File: config.mk
export PLATFORM = sky130hd
export DESIGN_NAME = button_event
export DESIGN_NICKNAME = d
export VERILOG_FILES = /design/src/rtl/button_event.sv
export SDC_FILE = /design/constraint.sdc
export NUM_CORES = 1
export LEC_CHECK = 0
export ABC_AREA = 0
export CELL_PAD_IN_SITES_DETAIL_PLACEMENT = 1
export CELL_PAD_IN_SITES_GLOBAL_PLACEMENT = 1
export CORE_UTILIZATION = 35
export CTS_BUF_LIST = sky130_fd_sc_hd__clkbuf_4
export CTS_CLUSTER_DIAMETER = 60
export DETAILED_ROUTE_END_ITERATION = 6
export PLACE_DENSITY_LB_ADDON = 0.1
export SKIP_CTS_REPAIR_TIMING = 1
export SLEW_MARGIN = 20
export SYNTH_ARGS = -nofsm -noshare
export SYNTH_HDL_FRONTEND = slang
export SYNTH_SLANG_ARGS = --single-unit
File: constraint.sdc
create_clock -name CLK -period 1.95 [get_ports CLK]
set_clock_uncertainty 0.05 [all_clocks]
set_input_delay 0.195 -clock CLK [delete_from_list [all_inputs] [get_ports CLK]]
set_output_delay 0.195 -clock CLK [all_outputs]
set_load 0.01 [all_outputs]
File: src/rtl/button_event.sv
// Push-button gesture decoder: turns debounced press/release pulses into
// click, double-click, long-press and auto-repeat events.
module button_event #(
    parameter int CNT_W        = 24,
    parameter int LONG_TICKS   = 12000000,
    parameter int DCLICK_TICKS = 3000000,
    parameter int REPEAT_TICKS = 2400000
) (
    input  logic CLK,
    input  logic RST_N,
    input  logic PB_down,
    input  logic PB_up,
    output logic CLICK,
    output logic DCLICK,
    output logic LONG,
    output logic REPEAT,
    output logic HELD
);

    typedef enum logic [2:0] {IDLE, PRESS, GAP, PRESS2, LONGH} state_t;

    localparam int LONG_M1   = LONG_TICKS - 1;
    localparam int DCLICK_M1 = DCLICK_TICKS - 1;
    localparam int REPEAT_M1 = REPEAT_TICKS - 1;
    localparam logic [CNT_W-1:0] LONG_TERM   = LONG_M1[CNT_W-1:0];
    localparam logic [CNT_W-1:0] DCLICK_TERM = DCLICK_M1[CNT_W-1:0];
    localparam logic [CNT_W-1:0] REPEAT_TERM = REPEAT_M1[CNT_W-1:0];

    state_t           state_reg, state_next;
    logic [CNT_W-1:0] cnt_reg, cnt_next;
    logic             click_next, dclick_next, long_next, repeat_next, held_next;
    logic             down_evt, up_evt;

    // Coincident press and release cancel each other out entirely.
    assign down_evt = PB_down & ~PB_up;
    assign up_evt   = PB_up & ~PB_down;

    always_comb begin
        state_next  = state_reg;
        cnt_next    = cnt_reg + 1'b1;
        click_next  = 1'b0;
        dclick_next = 1'b0;
        long_next   = 1'b0;
        repeat_next = 1'b0;
        case (state_reg)
            IDLE: begin
                cnt_next = '0;
                if (down_evt) state_next = PRESS;
            end
            PRESS: begin
                if (up_evt) begin
                    state_next = GAP;
                end else if (cnt_reg == LONG_TERM) begin
                    state_next = LONGH;
                    long_next  = 1'b1;
                end
            end
            GAP: begin
                if (down_evt) begin
                    state_next = PRESS2;
                end else if (cnt_reg == DCLICK_TERM) begin
                    state_next = IDLE;
                    click_next = 1'b1;
                end
            end
            PRESS2: begin
                if (up_evt) begin
                    state_next  = IDLE;
                    dclick_next = 1'b1;
                end else if (cnt_reg == LONG_TERM) begin
                    // The first click is final once the second press turns long.
                    state_next = LONGH;
                    click_next = 1'b1;
                    long_next  = 1'b1;
                end
            end
            LONGH: begin
                if (up_evt) begin
                    state_next = IDLE;
                end else if (cnt_reg == REPEAT_TERM) begin
                    repeat_next = 1'b1;
                    cnt_next    = '0;
                end
            end
            default: state_next = IDLE;
        endcase
        if (state_next != state_reg) cnt_next = '0;
        held_next = (state_next == PRESS) || (state_next == PRESS2) || (state_next == LONGH);
    end

    always_ff @(posedge CLK or negedge RST_N) begin
        if (!RST_N) begin
            state_reg <= IDLE;
            cnt_reg   <= '0;
            CLICK     <= 1'b0;
            DCLICK    <= 1'b0;
            LONG      <= 1'b0;
            REPEAT    <= 1'b0;
            HELD      <= 1'b0;
        end else begin
            state_reg <= state_next;
            cnt_reg   <= cnt_next;
            CLICK     <= click_next;
            DCLICK    <= dclick_next;
            LONG      <= long_next;
            REPEAT    <= repeat_next;
            HELD      <= held_next;
        end
    end

endmodule

---- Word-level counts from Yosys, hierarchy flattened ----
Cells that the tools add are included.
W data, S select, Z words.
cells by class
  add/sub/neg operators ................... 1
  equality and inequality tests ........... 11
  muxes and demuxes ....................... 23
  bitwise logic cells ..................... 4
  reduce and logical (&&, ||, !) cells .... 4
operator list
  kind                     number
  $mux W24                 3
  $eq A24 B22 Y1 const B   2
  $pmux W24 S2             1
  $add A24 B1 Y24 const B  1
  $eq A24 B24 Y1 const B   1
  $mux W3                  7
  $pmux W3 S5              1
  $mux W1                  10
  $eq A3 B2 Y1 const B     3
  $eq A3 B1 Y1 const B     2
  $eq A3 B3 Y1 const B     2
  $logic_not A3 Y1         1
  $ne A3 B3 Y1             1
  $and A1 B1 Y1            2
  $logic_or A1 B1 Y1       2
  $not A1 Y1               2
  $pmux W1 S2              1
  $reduce_or A2 Y1         1
word-level totals
  flip-flop bits (word level) ............. 32
  input port bits ......................... 4
  output and inout port bits .............. 5
  logic and storage cells ................. 50

---- Longest topological paths before layout ----
  word-level depth ........................ 7
  depth in mapped cells ................... 7
  gate-level depth less buffers ........... 6

---- Worst setup path before layout ----
Ideal clock, no wire load.
  path kind ............................... register -> register
  start ................................... register cnt_reg[13]
  end ..................................... register cnt_reg[11]
  arrival ................................. 1.730 ns
  path slack .............................. 0.047 ns
  cell stages (with the launch flop) ...... 7
  period minus slack after synthesis ...... 1.903 ns
  cells stage by stage .................... dfrtp_1 -> or4b_4 -> nor4_4 -> nand2_2 -> a21oi_4 -> buf_6 -> nor4_1
on the way
  cells in the longest elaborated chain, start to end .. 6
  elaborated cells on any way between the ends .. 14
ends and longest elaborated chain
  item                                              RTL line    text
  from (decl)                                       30          logic [CNT_W-1:0] cnt_reg, cnt_next;
  from (signal assigned)                            102         cnt_reg <= cnt_next;
  $eq A24 B24 Y1 or $eq A24 B22 Y1 (tied branches)  53, 70, 61
  $mux W3 (on tied branches)                        53, 70, 61
  $mux W3 (on tied branches)                        67, 51, 59
  $pmux W3 S5                                       45          case (state_reg)
  $ne A3 B3 Y1                                      87          if (state_next != state_reg) cnt_next = '0;
  $mux W24 (*)                                      87
  net cnt_next[11]                                  30
Mark *: on every way through the listed nets, which the timed path passes. The rest lies on a longest branch.

---- Worst setup path in the final report ----
  start ................................... register cnt_reg[13]
  end ..................................... register cnt_reg[8]
Same word-level chain as after synthesis.

==> impl_results.md <==
* Endpoints failing setup at 24
* Max Slew Vio Count at 0
* Sw frac at 35.39%
* Number of enable flip-flop cells after synthesis at 0
* Most common cell after layout, fill and taps aside: buf_4
* DP HPWL at 3.954 mm
* Mapped Area at about 2000 µm²
* RSZ-0062 raised after global routing: yes
* # rows at 26
* Final setup margin at -0.1224 ns
* TritonCTS Sinks at 32
* Peak Freq at 482.5 MHz
* Layout cell share with drive strength beyond 1 at 30.00%
* Crit path kind: reg -> reg
* Final GP Congestion at 0.8027
* Vias in the first global route at 1917
* Endpoint class of the critical path: register
* Iteration-0 DRC Markers at 62
* Io pins at 9
* RR Endpoint: cnt_reg[8]
* Final ANT Viol Nets at 0
* Starting Density at roughly 37%
* Max stage delay on crit path at about 0.55 ns
* Post-DP Area at approximately 2400 µm²
* Most frequent cells in the layout: buf_4, dfrtp_1, nand2_1
* Fin Hold WS at 0.1945 ns
* First-pass GRT wire length at approximately 9.3 mm
* Tightest Pin Transition at ~0.43 ns
* Total net switching power at around 0.57 mW
* Clock slew at reported path FFs at 0.11 ns
* Register share of total power at 47.0%
* Count of cell types in the netlist at 46
* Worst reg2reg path depth at 7
* Period utilisation layout at 106.3%
* R2R setup slack at -0.12 ns
* CP Buf/Inv Count at 2
* Number of vias per cell at 5.406
* Launch point of the worst reg-to-reg path: cnt_reg[13]
* Final wirelength at approximately 5.5 mm
* Antenna cells at 0
* Yosys warns at 0
* CTS tree: yes
* Syn-to-layout area delta at 27.68%
* Data required, critical path at ~2.1 ns
* Worst-path fanout max at 20
* Core area at about 5300 µm²
* Total Die Area at just under 6000 µm²
* Arrival @ worst endpoint at 2.25 ns
* Max reg flops at 24
* Mapped Nets at 209
* Total Routing Usage GR at 20.34%
* Avg Cell Area, Syn at 9.685 µm²
* Setup tns final at -2.519 ns
* Power per Cell Area at 635.6 nW/µm²
* CTS Buffer Depth at 2
* Slew headroom at 71.43%
* Total number of vias at between 1500 and 2000
* Clock tree root buffer cell: clkbuf_4
* Final min period at about 2.1 ns
* Initial antenna violation count at 0
* DRC Markers at 0
* Register bit count reported by yosys at 32
* Status: finished, violations left
* Synth Instances at a little over 200
* Worst Setup Start Kind: register
* Max cap viols at 0
* Hold Violations, Final at 0
* Die Y at approximately 77 µm
* H-tree levels at 2
* Worst-path cell chain: or4b_4, nor4_4, buf_4, a41o_1, a31o_4, buf_12, nor4_1
* Final-stage net count at roughly 260
* Sequential-to-total area share from yosys stat at 40.53%
* Hold Path Class: in -> async
* Overflow after GRT at 0
* Clk_lat worst skew at roughly 0.35 ns
* Clock group share of total power at 22.5%
* CP top delay family: simple AND/OR/NAND/NOR gates
* Internal at 1.036 mW
* Failing checks: negative setup slack
* Crit-path slowest cell: or4b_4
* Async SR Flop Fraction at 100.0%
* Ys flop type: dfrtp_1
* Die W at 77.13 µm
* Leak pwr at 1.045 nW
* Largest net degree at the start of global routing at 33
* Max VDD drop at approximately 0.32 mV
* Buffers added on ports at 8
* Placement Setup Slack at -0.1171 ns
* Wire per inst at 17.12 µm
* Combinational group share of total power at 30.4%
* Post-route cell area at 2522 µm²
* DRT Pass-1 Iters at 4
* CTS buffer count at 5
==> cells in the mapped netlist (2+ instances only) <==
cell / number / area [µm²]
nand3_1: 7 / 35.03
nor4_1: 25 / 156.4
clkbuf_1: 3 / 11.26
and4_1: 4 / 35.03
xor2_1: 7 / 61.31
dfrtp_1: 32 / 800.8
nor2b_1: 3 / 18.77
inv_1: 8 / 30.03
a21oi_1: 4 / 20.02
nand4_1: 5 / 31.28
nor3_1: 9 / 45.04
and3_1: 2 / 12.51
or3_1: 2 / 12.51
buf_6: 4 / 45.04
nor4_4: 2 / 42.54
xnor2_1: 15 / 131.4
nand2b_1: 4 / 25.02
nand2_1: 22 / 82.58
buf_4: 3 / 22.52
nor2_1: 12 / 45.04
nor4_2: 3 / 37.54
o21ai_0: 4 / 20.02
==> worst max-delay path by stage <==
stage,end,cells after the start,slack [ns],startpoint
after floorplan,cnt_reg[11],6,0.05,cnt_reg[13]
after global placement,cnt_reg[21],7,-0.03,PB_up
after detailed placement,cnt_reg[11],7,-0.12,PB_down
after CTS,cnt_reg[20],6,-0.08,cnt_reg[0]
after global routing,cnt_reg[16],8,-0.21,cnt_reg[0]
final,cnt_reg[8],7,-0.12,cnt_reg[13]
==> power groups by stage <==
stage	clock network, mW	registers, mW	logic, mW
after floorplan	0	0.735	0.295
after global placement	0	0.765	0.432
after detailed placement	0	0.767	0.456
after CTS	0.385	0.754	0.457
after global routing	0.413	0.763	0.531
final	0.361	0.754	0.488
==> stage by stage <==
stage / utilization, % / total power [mW] / std cells
6_report: 47.86 / 1.603 / 320
5_1_grt: 47.86 / 1.706 / 320
4_1_cts: 46.49 / 1.597 / 319
3_5_place_dp: 45.63 / 1.223 / 312
3_3_place_gp: 45.63 / 1.197 / 312
2_1_floorplan: - / 1.030 / 204
==> layout make-up <==
type	instances	area, µm²
multi-input combinational	153	1122
clock buffer	5	37.54
clock inverter	2	7.507
timing repair buffer	50	436.7
sequential	32	800.8
fill	625	2748
inverter	8	30.03
tap	70	87.58
==> cell families after synthesis <==
family	after synthesis	synth area share (%)
buf+inv	19	5.763
simple gates	115	37.18
fa+ha+maj	1	0.6332
xor+xnor	22	9.753
compound gates	15	6.144
flops	32	40.53
==> routing by layer <==
layer	vias up	track usage, %	routed length, µm
li1	832	-	-
met1	875	23.59	2329
met2	18	37.52	2994
met3	5	4.286	98
met4	0	5.094	57
met5	-	0	0
Power figures use the tool's default switching activity.
